File: src/rtl/ser_par_pkg.sv
// ----------------------------------------------------------------------------
// ser_par_pkg
// Shared definitions for the parallel-to-serial and serial-to-parallel shift
// register blocks.
//   p2s_state_t : transmitter state (IDLE / SHIFT)
//   cnt_w()     : width of a bit counter able to index every bit of a word
// ----------------------------------------------------------------------------
package ser_par_pkg;

    typedef enum logic {
        IDLE,
        SHIFT
    } p2s_state_t;

    // Bit counter width for a word of the given size.
    function automatic int cnt_w(input int width);
        return $clog2(width);
    endfunction

endpackage

File: src/rtl/par_2_ser_shift_reg.sv
// ----------------------------------------------------------------------------
// par_2_ser_shift_reg
// Parallel-to-serial transmitter. Words are accepted over a valid/ready
// handshake into a one-entry holding buffer, then shifted out one bit per
// clock. The buffer lets the next word be loaded on the edge after the
// current word's last bit, so streams run with no idle cycle.
//
// Ports
//   clk        : rising-edge clock
//   resetn     : synchronous active-low reset
//   din        : parallel word to transmit
//   din_valid  : din holds a valid word
//   din_ready  : block can accept a word this cycle
//   dout       : serial data bit
//   dout_valid : dout carries a word bit this cycle
//   dout_last  : dout is the final bit of its word
// ----------------------------------------------------------------------------
module par_2_ser_shift_reg
    import ser_par_pkg::*;
#(
    parameter int DATA_WIDTH = 4,
    parameter bit MSB_FIRST  = 1'b1
) (
    input  logic                  clk,
    input  logic                  resetn,
    input  logic [DATA_WIDTH-1:0] din,
    input  logic                  din_valid,
    output logic                  din_ready,
    output logic                  dout,
    output logic                  dout_valid,
    output logic                  dout_last
);

    localparam int            CW       = cnt_w(DATA_WIDTH);
    localparam logic [CW-1:0] CNT_LAST = CW'(DATA_WIDTH - 1);

    p2s_state_t            state_q, state_d;
    logic [DATA_WIDTH-1:0] sreg_q, sreg_d;
    logic [CW-1:0]         cnt_q, cnt_d;
    logic [DATA_WIDTH-1:0] hold_data_q, hold_data_d;
    logic                  hold_valid_q, hold_valid_d;

    logic                  accept;
    logic                  load;

    assign accept = din_valid && din_ready;

    // Next-state logic. A buffer-to-shifter load is resolved first so that an
    // accept on the same edge refills the buffer and leaves it marked full.
    always_comb begin
        state_d      = state_q;
        sreg_d       = sreg_q;
        cnt_d        = cnt_q;
        hold_data_d  = hold_data_q;
        hold_valid_d = hold_valid_q;
        load         = 1'b0;

        case (state_q)
            IDLE: begin
                if (hold_valid_q) begin
                    load    = 1'b1;
                    state_d = SHIFT;
                end
            end
            SHIFT: begin
                // Shift toward whichever end feeds dout.
                sreg_d = MSB_FIRST ? {sreg_q[DATA_WIDTH-2:0], 1'b0}
                                   : {1'b0, sreg_q[DATA_WIDTH-1:1]};
                cnt_d  = cnt_q + CW'(1);
                if (cnt_q == CNT_LAST) begin
                    // Clearing here keeps the counter from ever wrapping.
                    cnt_d = '0;
                    if (hold_valid_q) begin
                        load = 1'b1;
                    end else begin
                        state_d = IDLE;
                    end
                end
            end
            default: state_d = IDLE;
        endcase

        if (load) begin
            sreg_d       = hold_data_q;
            cnt_d        = '0;
            hold_valid_d = 1'b0;
        end

        if (accept) begin
            hold_data_d  = din;
            hold_valid_d = 1'b1;
        end
    end

    // State registers; reset drops any partial or buffered word.
    always_ff @(posedge clk) begin
        if (!resetn) begin
            state_q      <= IDLE;
            sreg_q       <= '0;
            cnt_q        <= '0;
            hold_data_q  <= '0;
            hold_valid_q <= 1'b0;
        end else begin
            state_q      <= state_d;
            sreg_q       <= sreg_d;
            cnt_q        <= cnt_d;
            hold_data_q  <= hold_data_d;
            hold_valid_q <= hold_valid_d;
        end
    end

    // Outputs depend only on registers, so they are glitch-free per cycle.
    assign din_ready  = !hold_valid_q;
    assign dout_valid = (state_q == SHIFT);
    assign dout       = dout_valid && (MSB_FIRST ? sreg_q[DATA_WIDTH-1] : sreg_q[0]);
    assign dout_last  = dout_valid && (cnt_q == CNT_LAST);

endmodule

File: config.mk
export PLATFORM = sky130hd
export DESIGN_NAME = par_2_ser_shift_reg
export DESIGN_NICKNAME = d
export VERILOG_FILES = /design/src/rtl/ser_par_pkg.sv /design/src/rtl/par_2_ser_shift_reg.sv
export SDC_FILE = /design/constraint.sdc
export NUM_CORES = 1
export LEC_CHECK = 0
export CORE_AREA = 2 2 39 41
export DETAILED_ROUTE_END_ITERATION = 6
export DIE_AREA = 0 0 41 43
export PLACE_DENSITY = 0.65
export SLEW_MARGIN = 40
export SYNTH_ARGS = -nofsm -noshare
export SYNTH_HDL_FRONTEND = slang
export SYNTH_SLANG_ARGS = --single-unit
export TNS_END_PERCENT = 30
File: constraint.sdc
create_clock -name clk -period 1.55 [get_ports clk]
set_input_delay 0.2325 -clock clk [delete_from_list [all_inputs] [get_ports clk]]
set_output_delay 0.2325 -clock clk [all_outputs]
set_load 0.005 [all_outputs]
* Word level (Yosys, flattened, before mapping)
Cells that the tools add are included.
W data, S select, Z words.
** Word-level totals
- Flip-flop bits (word level) :: 12
- Input port bits :: 7
- Output and inout bits :: 4
- Logic and storage cells :: 26
** Operators by class
- Add/subtract/negate cells :: 1
- Equality and inequality tests :: 1
- Mux-type cells :: 10
- Bitwise logic cells :: 2
- Reductions and logical operators :: 7
** Operators by type and width (count)
- $mux W4 :: 2
- $mux W1 :: 5
- $pmux W1 S2 :: 2
- $reduce_bool A2 Y1 :: 2
- $logic_and A1 B1 Y1 :: 3
- $add A2 B1 Y2 const B :: 1
- $eq A2 B2 Y1 const B :: 1
- $mux W2 :: 1
- $not A1 Y1 :: 2
- $reduce_or A2 Y1 :: 1
- $logic_not A1 Y1 :: 1

* Depth between registers and ports, before layout
- Depth in word-level cells :: 5
- Gate-level depth with buffers :: 5
- Mapped depth without buffers :: 4

* Worst setup path after synthesis
OpenSTA, ideal clock, no wires.
- Path type :: reg2reg
- Start point :: reg cnt_q[0]
- End point :: reg cnt_q[1]
- Library setup time :: 117 ps
- Arrival time :: 1024 ps
- Setup slack :: 410 ps
- Stages on the path, launching flop included :: 5
- Buffers on the path :: 0
- Period minus slack after synthesis :: 1140 ps
- Path through :: dfxtp_1 ha_1 mux2_4 a22oi_2 nor2b_1
** On the way
- Cells in the longest elaborated chain, start to end :: 4
** RTL lines
- start, declared :: RTL line par_2_ser_shift_reg.sv:39 : logic [CW-1:0] cnt_q, cnt_d;
- start signal, assigned :: RTL line par_2_ser_shift_reg.sv:106 : cnt_q <= cnt_d;
- $eq A2 B2 Y1 :: RTL line par_2_ser_shift_reg.sv:70 : if (cnt_q == CNT_LAST) begin
- $mux W1 :: RTL line par_2_ser_shift_reg.sv:70
- $pmux W1 S2 :: RTL line par_2_ser_shift_reg.sv:58 : case (state_q)
- $reduce_or A2 Y1 (no source line)
Several ways; a longest one is shown, not always the timed one.
A chain may end at the register's enable or synchronous reset.

* Final worst setup path
- Start point :: reg hold_valid_q
- End point :: out din_ready
** On the way
- Cells in the longest elaborated chain, start to end :: 1
** RTL lines
- start, declared :: RTL line par_2_ser_shift_reg.sv:41 : logic hold_valid_q, hold_valid_d;
- start signal, assigned :: RTL line par_2_ser_shift_reg.sv:108 : hold_valid_q <= hold_valid_d;
- $logic_not A1 Y1 :: RTL line par_2_ser_shift_reg.sv:113 : assign din_ready = !hold_valid_q;
- end, declared :: RTL line par_2_ser_shift_reg.sv:28 : output logic din_ready,
No other way between the ends.

==> results_dict.tcl <==
set metrics [dict create \
    post_synth_num_cell_types 23 \
    final-setup-viol-count 0 \
    netSwitchingFraction_pct 22.8 \
    antenna_cells_inserted 0 \
    finalNetCount 74 \
    crit_slowest_cell "clkdlybuf4s50_1" \
    period_minus_slack_ns 1.40 \
    clock_path_buffers 2 \
    worst-slew-pin-transition_ns 0.245 \
    clock_skew_ns 0.00535 \
    final_hold_viol_count 0 \
    cts_root_buf "clkbuf_4" \
    post_route_cells_drive_above_1_share_pct 23.1 \
    mappedNetlistArea_um2 561 \
    drv.max_cap_violation_count 0 \
    cp-start-kind "flop" \
    max_slew_margin_pct 83.5 \
    pwr_density_cell_nw_per_um2 976 \
    synth_seq_area_share_pct 42.9 \
    die-height_um 43 \
    drt_pre_antenna_iters 1 \
    cts_tree "yes" \
    static-leakage-power_nw 0.300 \
    clock.fmax_mhz 715 \
    ir_drop_mv 0.475 \
    share_seq_of_total_power_pct 49.3 \
    syn2layout_area_growth_pct 28.8 \
    min_period_over_period_pct 90.2 \
    power.switching_mw 0.160 \
    grt_usage_pct 15.2 \
    grt_remaining_overflow 0 \
    dpl_cell_area_um2 666 \
    cp.required_ns 1.32 \
    number_of_buffers_inserted_during_clock_tree_synthesis 3 \
    power_frac_clock_pct 34.3 \
    clock_insertion_delay_worst_skew_ns 0.26 \
    critical_path_cell_by_cell "inv_2, clkdlybuf4s50_1" \
    fp-row-count 14 \
    die_area_um2 1760 \
    horiz_die_dim_um 41 \
    outcome "finished clean" \
    post_cts_setup_buffer_count 0 \
    postRouteAntennaNets 0 \
    holdBufCountCts 0 \
    start_util_pct 40.5 \
    grt_first_pass_wirelength_um 1720 \
    drcViolationCount 0 \
    report.final.slew_viol_count 0 \
    syn_nets 60 \
    worstSetupPathType "flop to primary output" \
    routed_wire_length_um 899 \
    port_buffers 10 \
    cellInternalPower_mw 0.544 \
    crit_path_max_incr_delay_ns 0.50 \
    postSynthCellCount 52 \
    detail_route.wl_per_cell_um 11.1 \
    synthesis.yosys.warnings 0 \
    first_iter_violations 0 \
    pwr-share-comb_pct 16.4 \
    ios 11 \
    std_cell_core_area_um2 1380 \
    route.vias.total 393 \
    stdcell_area_um2 722 \
    number_of_global_route_vias_before_repair 389 \
    dp.final_hpwl_um 674 \
    arrival_ns 1.17 \
    grt_setup_unrepaired "false" \
    postSynthRegisterBits 12 \
    clock_tree.htree_level_count 1 \
    grt_max_degree 10 \
    cts.reportedPaths.clkPinSlew_ns 0.08 \
    endpoint_kind "primary output" \
    fin_setup_tns_ns 0 \
    worstPathMaxFanout 4 \
    postSynthAreaPerCell_um2 10.8 \
    vias_per_cell 4.85 \
    min-delay-path-class "flop to flop" \
    globalplace.congestion 0.700 \
    clock-sinks 12 \
    antenna_found_initial 0 \
]
==> final timing paths <==
| path | startpoint | end | slack [ns] | cells after the start |
|---|---|---|---|---|
| setup reg to reg | cnt_q[1] | sreg_q[3] | 0.41 | 4 |
| setup / recovery | hold_valid_q | din_ready | 0.15 | 2 |
| hold / removal | hold_valid_q | dout_valid | 0.49 | 2 |
| hold reg to reg | hold_valid_q | dout_valid | 0.49 | 2 |
==> Yosys cell counts <==
cell / number / area, µm²
a21bo_1: 1 / 10.0
a21boi_1: 1 / 7.51
a21oi_1: 1 / 5.00
a22oi_2: 1 / 12.5
a32oi_1: 1 / 8.76
and2_1: 2 / 12.5
and2b_1: 1 / 7.51
buf_6: 3 / 33.8
clkbuf_1: 1 / 3.75
dfxtp_1: 12 / 240
ha_1: 1 / 12.5
inv_2: 1 / 3.75
mux2_4: 1 / 15.0
mux2i_1: 5 / 50.1
nand2_1: 1 / 3.75
nand2b_1: 1 / 6.26
nor2_1: 1 / 3.75
nor2b_1: 8 / 50.1
nor2b_4: 1 / 13.8
nor3_1: 3 / 15.0
o21ai_1: 1 / 5.00
o221a_1: 2 / 22.5
o31a_1: 2 / 17.5
==> routing by layer <==
metal  wire (µm)  GRT usage [%]  part of all wire (%)  up-vias
li1            -              -                     -      213
met1         445           19.7                    49      171
met2         398           19.7                    44        7
met3          39           4.71                   4.3        2
met4          15           12.0                   1.7        0
met5           0              0                     0        -
==> cell type report <==
class | count | area [µm²]
Clock buffer | 4 | 36.3
Fill cell | 129 | 662
Inverter | 1 | 3.75
Multi-Input combinational cell | 35 | 292
Sequential cell | 12 | 246
Tap cell | 16 | 20.0
Timing Repair Buffer | 13 | 124
==> worst max-delay path: cells and delay by family (launching register included) <==
kind	cells	cell delay, ns
buffers and inverters	2	0.59
flip-flops	1	0.32
==> cells by family after synthesis <==
| logic type | after synthesis | share of synthesized area (%) |
|---|---|---|
| buf+inv | 5 | 7.36 |
| flops | 12 | 42.9 |
| fa+ha+maj | 1 | 2.23 |
| mux | 6 | 11.6 |
| compound gates | 10 | 15.8 |
| simple gates | 18 | 20.1 |
==> cells in the final DEF, fill, tap and decap left out, types with 2 or more instances in the layout <==
cell             count
nor2b_1              8
o31a_1               2
o221a_1              2
and2_1               2
clkdlybuf4s50_1      8
buf_4                3
dfxtp_2              2
mux2i_1              5
clkbuf_4             3
nor3_1               3
dfxtp_1              9
==> power groups by stage <==
| stage | Combinational (mW) | Sequential, mW | Clock (mW) |
|---|---|---|---|
| 2_1_floorplan | 0.0860 | 0.348 | 0 |
| 3_3_place_gp | 0.115 | 0.352 | 0 |
| 4_1_cts | 0.117 | 0.348 | 0.248 |
| 6_report | 0.116 | 0.348 | 0.241 |
| 5_1_grt | 0.132 | 0.351 | 0.267 |
| 3_5_place_dp | 0.114 | 0.353 | 0 |
==> flip-flops by register name, summed over array words and instances, names as in the netlist <==
signal        flops
hold_data_q       4
dout_valid        1
cnt_q             2
hold_valid_q      1
sreg_q            4
==> what timing repair did <==
| action | 4_1_cts | 5_1_grt |
|---|---|---|
| pin swaps | 1 | 0 |
| gates resized for setup | 6 | 2 |
| setup endpoints to repair | 2 | 1 |
==> stage by stage <==
stage / utilization (%) / hold WS (ns) / std cells / setup slack, ns / total power, mW
after floorplan: - / 0.402 / 52 / 0.410 / 0.434
after global placement: 48.1 / 0.499 / 77 / 0.196 / 0.467
after detailed placement: 48.1 / 0.497 / 77 / 0.155 / 0.467
after CTS: 51.8 / 0.496 / 81 / 0.0366 / 0.713
after global routing: 52.2 / 0.524 / 81 / 0.0942 / 0.750
final: 52.2 / 0.493 / 81 / 0.152 / 0.705
Power figures use the tool's default switching activity.
==> variant 1 (config.mk and constraints unchanged) <==
`DATA_WIDTH`: 4 -> 5.
--- a/src/rtl/par_2_ser_shift_reg.sv
+++ b/src/rtl/par_2_ser_shift_reg.sv
@@ -20,3 +20,3 @@
 #(
-    parameter int DATA_WIDTH = 4,
+    parameter int DATA_WIDTH = 5,
     parameter bit MSB_FIRST  = 1'b1
Interface: changed (resized din); port bits go from 11 to 12. No check against the original RTL was run, so the function may have changed too.
==> variant 1 against the original RTL <==
Worst setup slack lost 0.10 ns. Sequential cell count grew 3. Wire length rose by 38%. Design area grew 29%. Power grew 10%. Synthesized area is 29% higher. Final cell count up 31%. Count of clock-buffer cells in the layout decreased by 1. Combinational power up 17%. Largest cell class unchanged. Highest routed layer unchanged.
==> variant 1: results (changes against the original RTL) <==
\begin{tabular}{lr}
\hline
Metric & Value \\
\hline
\multicolumn{2}{l}{\textbf{Run status}} \\
Outcome & completed \\
\multicolumn{2}{l}{\textbf{Drt}} \\
Router iterations before antenna repair & 2 (+1) \\
Detailed-routing wirelength on met1 & 605 um (+36\%) \\
Vias after detailed routing & 565 (+44\%) \\
Amount of wire on met3 after detailed routing & 50 um (+28\%) \\
Number of DRC markers after the initial detailed-route iteration & 4 (+4) \\
\multicolumn{2}{l}{\textbf{Logic synthesis}} \\
Mux share of post-synthesis cell area & 9.72\% (-1.9 points) \\
Synthesized-area fraction occupied by adder cells & 3.47\% (+1.2 points) \\
Post-synthesis area per instance & 10.3 sq um (-4.5\%) \\
Compound-gate portion of the synthesized area & 19.8\% (+3.9 points) \\
Top cells by instance count after synthesis & 15 x dfxtp\_1, 8 x nor2b\_1, 7 x mux2i\_1 \\
Number of distinct library cells after synthesis & 28 (+22\%) \\
Cell types occupying the most area after synthesis & dfxtp\_1 42\%, mux2i\_1 9.7\%, nor2b\_1 6.9\% \\
Sequential fraction of the synthesis area & 41.7\% (-1.2 points) \\
\multicolumn{2}{l}{\textbf{STA}} \\
Worst slew margin relative to its limit & 82.4\% (-1.1 points) \\
Worst hold-check slack & 0.491 ns (-0.00234 ns) \\
Setup clock skew after layout & 0.000446 ns (-0.00491 ns) \\
\multicolumn{2}{l}{\textbf{Worst setup path}} \\
Capture instance of the worst register-to-register path & sreg\_q[1] \\
Internal reg-to-reg setup slack & 0.08 ns (-0.33 ns) \\
Biggest fanout along the worst timing path & 7 (+3) \\
Worst path arrival time & 1.27 ns (+0.10 ns) \\
Number of cells on the worst reg-to-reg path & 7 (+3) \\
Startpoint of the most critical setup path & dout\_valid \\
\multicolumn{2}{l}{\textbf{Final layout}} \\
Biggest registers after layout & hold\_data\_q (5), sreg\_q (5), cnt\_q (3) \\
Share of layout cells above drive strength 1 & 25.6\% (+2.5 points) \\
Number of standard cells in the final layout excluding fillers & 106 (+31\%) \\
\multicolumn{2}{l}{\textbf{Pwr}} \\
Pwr per Cell Area & 831 nW/um\^{}2 (-15\%) \\
P\_seq & 0.421 mW (+21\%) \\
Power in combinational cells & 0.136 mW (+17\%) \\
Leakage power summed over all cells & 0.369 nW (+23\%) \\
\multicolumn{2}{l}{\textbf{Clock network}} \\
Num Clock Sinks & 15 (+3) \\
Skew-Pair Late Insertion Delay & 0.28 ns (+0.02 ns) \\
\multicolumn{2}{l}{\textbf{Placed design}} \\
Routability Congestion & 0.670 (-4.2\%) \\
Post-detailed-placement cell area & 886 sq um (+33\%) \\
DPL Wire Length & 987 um (+47\%) \\
Worst setup timing slack at the placement stage & 0.0915 ns (-0.0637 ns) \\
Inst Count DP & 101 (+31\%) \\
\multicolumn{2}{l}{\textbf{Min path}} \\
Min-delay src & sreg\_q[4] \\
Worst Hold Path Cells & 1 (-1) \\
\multicolumn{2}{l}{\textbf{GRT}} \\
Via count of the first global-routing pass & 522 (+34\%) \\
Global-route wire length before repair & 2130 um (+24\%) \\
Met2 demand-to-capacity share in global routing & 26.9\% (+7.2 points) \\
\hline
\end{tabular}
[variant 1: cell types whose count changed after synthesis, sizes merged, moves of 2 or more]
cell    delta
o221a      -2
a221o      +3
dfxtp      +3
inv        +2
nor3       -3
a21oi      +3
nor3b      +3
mux2i      +2
o2111a     +3
o31a       -2
o21ai      +2
[variant 1: worst max-delay path by stage]
stage               slack, ns    endpoint  depth (start not counted)
floorplan                0.23   sreg_q[1]                          5
global placement         0.12   sreg_q[4]                          4
detailed placement       0.09   dout_last                          4
CTS                      0.01  dout_valid                          2
global route            0.004        dout                          2
finish                   0.05  dout_valid                          2
[variant 1: area by class of cell]
class / count / area, sq um
Inverter: 3 / 13.8
Clock buffer: 3 / 22.5
Clock inverter: 1 / 5.00
Sequential cell: 15 / 305
Multi-Input combinational cell: 47 / 377
Timing Repair Buffer: 21 / 189
Fill cell: 120 / 452
Tap cell: 16 / 20.0
==> variant 2 (same settings) <==
Without the edit above. Take the reset off `hold_data_q` and load it in a clocked block of its own.
--- a/src/rtl/par_2_ser_shift_reg.sv
+++ b/src/rtl/par_2_ser_shift_reg.sv
@@ -100,3 +100,2 @@
             cnt_q        <= '0;
-            hold_data_q  <= '0;
             hold_valid_q <= 1'b0;
@@ -106,5 +105,8 @@
             cnt_q        <= cnt_d;
-            hold_data_q  <= hold_data_d;
             hold_valid_q <= hold_valid_d;
         end
+    end
+
+    always_ff @(posedge clk) begin
+        hold_data_q <= hold_data_d;
     end
Function: same outputs for any inputs over 10 cycles, from zero or initial values and one cycle with resetn low; that may be too few to reach the edited logic, so the function may still have changed.
==> variant 2 against the original RTL <==
Power decreased by 8.1%. Worst setup slack got worse by 0.067 ns. Design area is 5.7% lower. Sequential cell count stayed put. Die area unchanged. Synthesized area is 9.6% lower. Wire length down 5.2%. Critical path type unchanged. Critical path depth did not move.
==> variant 2: results (changes against the original RTL) <==
\begin{tabular}{lr}
\hline
Metric & Value \\
\hline
\multicolumn{2}{l}{\textbf{Run status}} \\
Outcome & completed \\
\multicolumn{2}{l}{\textbf{STA}} \\
Setup clock skew after layout & 0.00388 ns (-0.00148 ns) \\
Worst slew margin relative to its limit & 83.7\% (+0.15 points) \\
\multicolumn{2}{l}{\textbf{Final layout}} \\
Share of layout cells above drive strength 1 & 24.6\% (+1.5 points) \\
Final nets & 67 (-9.5\%) \\
Number of standard cells in the final layout excluding fillers & 73 (-9.9\%) \\
\multicolumn{2}{l}{\textbf{Clock network}} \\
Setup Buffers After CTS & 1 (+1) \\
\multicolumn{2}{l}{\textbf{Drt}} \\
Detailed-routing wirelength on met1 & 386 um (-13\%) \\
Vias after detailed routing & 363 (-7.6\%) \\
Detailed route wirelength on metal2 & 414 um (+4.0\%) \\
Number of DRC markers after the initial detailed-route iteration & 2 (+2) \\
Post-detailed-routing wire length & 852 um (-5.2\%) \\
Router iterations before antenna repair & 2 (+1) \\
\multicolumn{2}{l}{\textbf{GRT}} \\
Global routing met1 resource utilization & 16.7\% (-2.9 points) \\
Via count of the first global-routing pass & 354 (-9.0\%) \\
Met2 demand-to-capacity share in global routing & 18.8\% (-0.94 points) \\
Total global-route track usage & 13.6\% (-1.5 points) \\
\multicolumn{2}{l}{\textbf{Placed design}} \\
Routability Congestion & 0.679 (-2.9\%) \\
Post-detailed-placement cell area & 633 sq um (-4.9\%) \\
Inst Count DP & 69 (-10\%) \\
Worst setup timing slack at the placement stage & 0.143 ns (-0.0121 ns) \\
\multicolumn{2}{l}{\textbf{Pwr}} \\
Leakage power summed over all cells & 0.254 nW (-15\%) \\
Power in combinational cells & 0.104 mW (-10\%) \\
Comb pwr share & 16.0\% (-0.4 points) \\
Max IR drop VDD & 512 uV (+7.9\%) \\
P\_sw & 0.145 mW (-10\%) \\
\multicolumn{2}{l}{\textbf{Logic synthesis}} \\
Number of enable-type register cells in the synthesized netlist & 4 (+4) \\
Net count after synthesis & 50 (-17\%) \\
Sequential fraction of the synthesis area & 55.3\% (+12 points) \\
Post-synthesis area per instance & 12.1 sq um (+12\%) \\
\multicolumn{2}{l}{\textbf{Worst setup path}} \\
Biggest fanout along the worst timing path & 7 (+3) \\
\hline
\end{tabular}
variant 2: area by class of cell:
type	count	area (sq um)
well taps	16	20.0
fillers	133	703
multi-input cells	27	219
inverters	1	3.75
flip-flops and latches	12	287
clock buffers	3	22.5
repair buffers	14	129
variant 2: final timing paths:
check / from / endpoint / slack, ns
worst max register to register: cnt_q[0] / sreg_q[3] / 0.42
worst min-delay path: hold_valid_q / dout_valid / 0.50
worst min register to register: hold_valid_q / dout_valid / 0.50
worst max-delay path: dout_valid / dout / 0.08
variant 2: critical path, cell delays in order, from the launching register on:
cell             delay [ns]
dfxtp_4                0.37
and2_1                 0.12
clkdlybuf4s50_1        0.49
variant 2: cells by family after synthesis:
logic type / count (synthesis) / share of synthesized area (%)
adders and majority gates: 1 / 2.47
DFF: 12 / 55.3
AOI/OAI and AO/OA: 10 / 17.5
muxes: 2 / 4.94
and+or+nand+nor: 14 / 15.8
buffers and inverters: 3 / 3.95
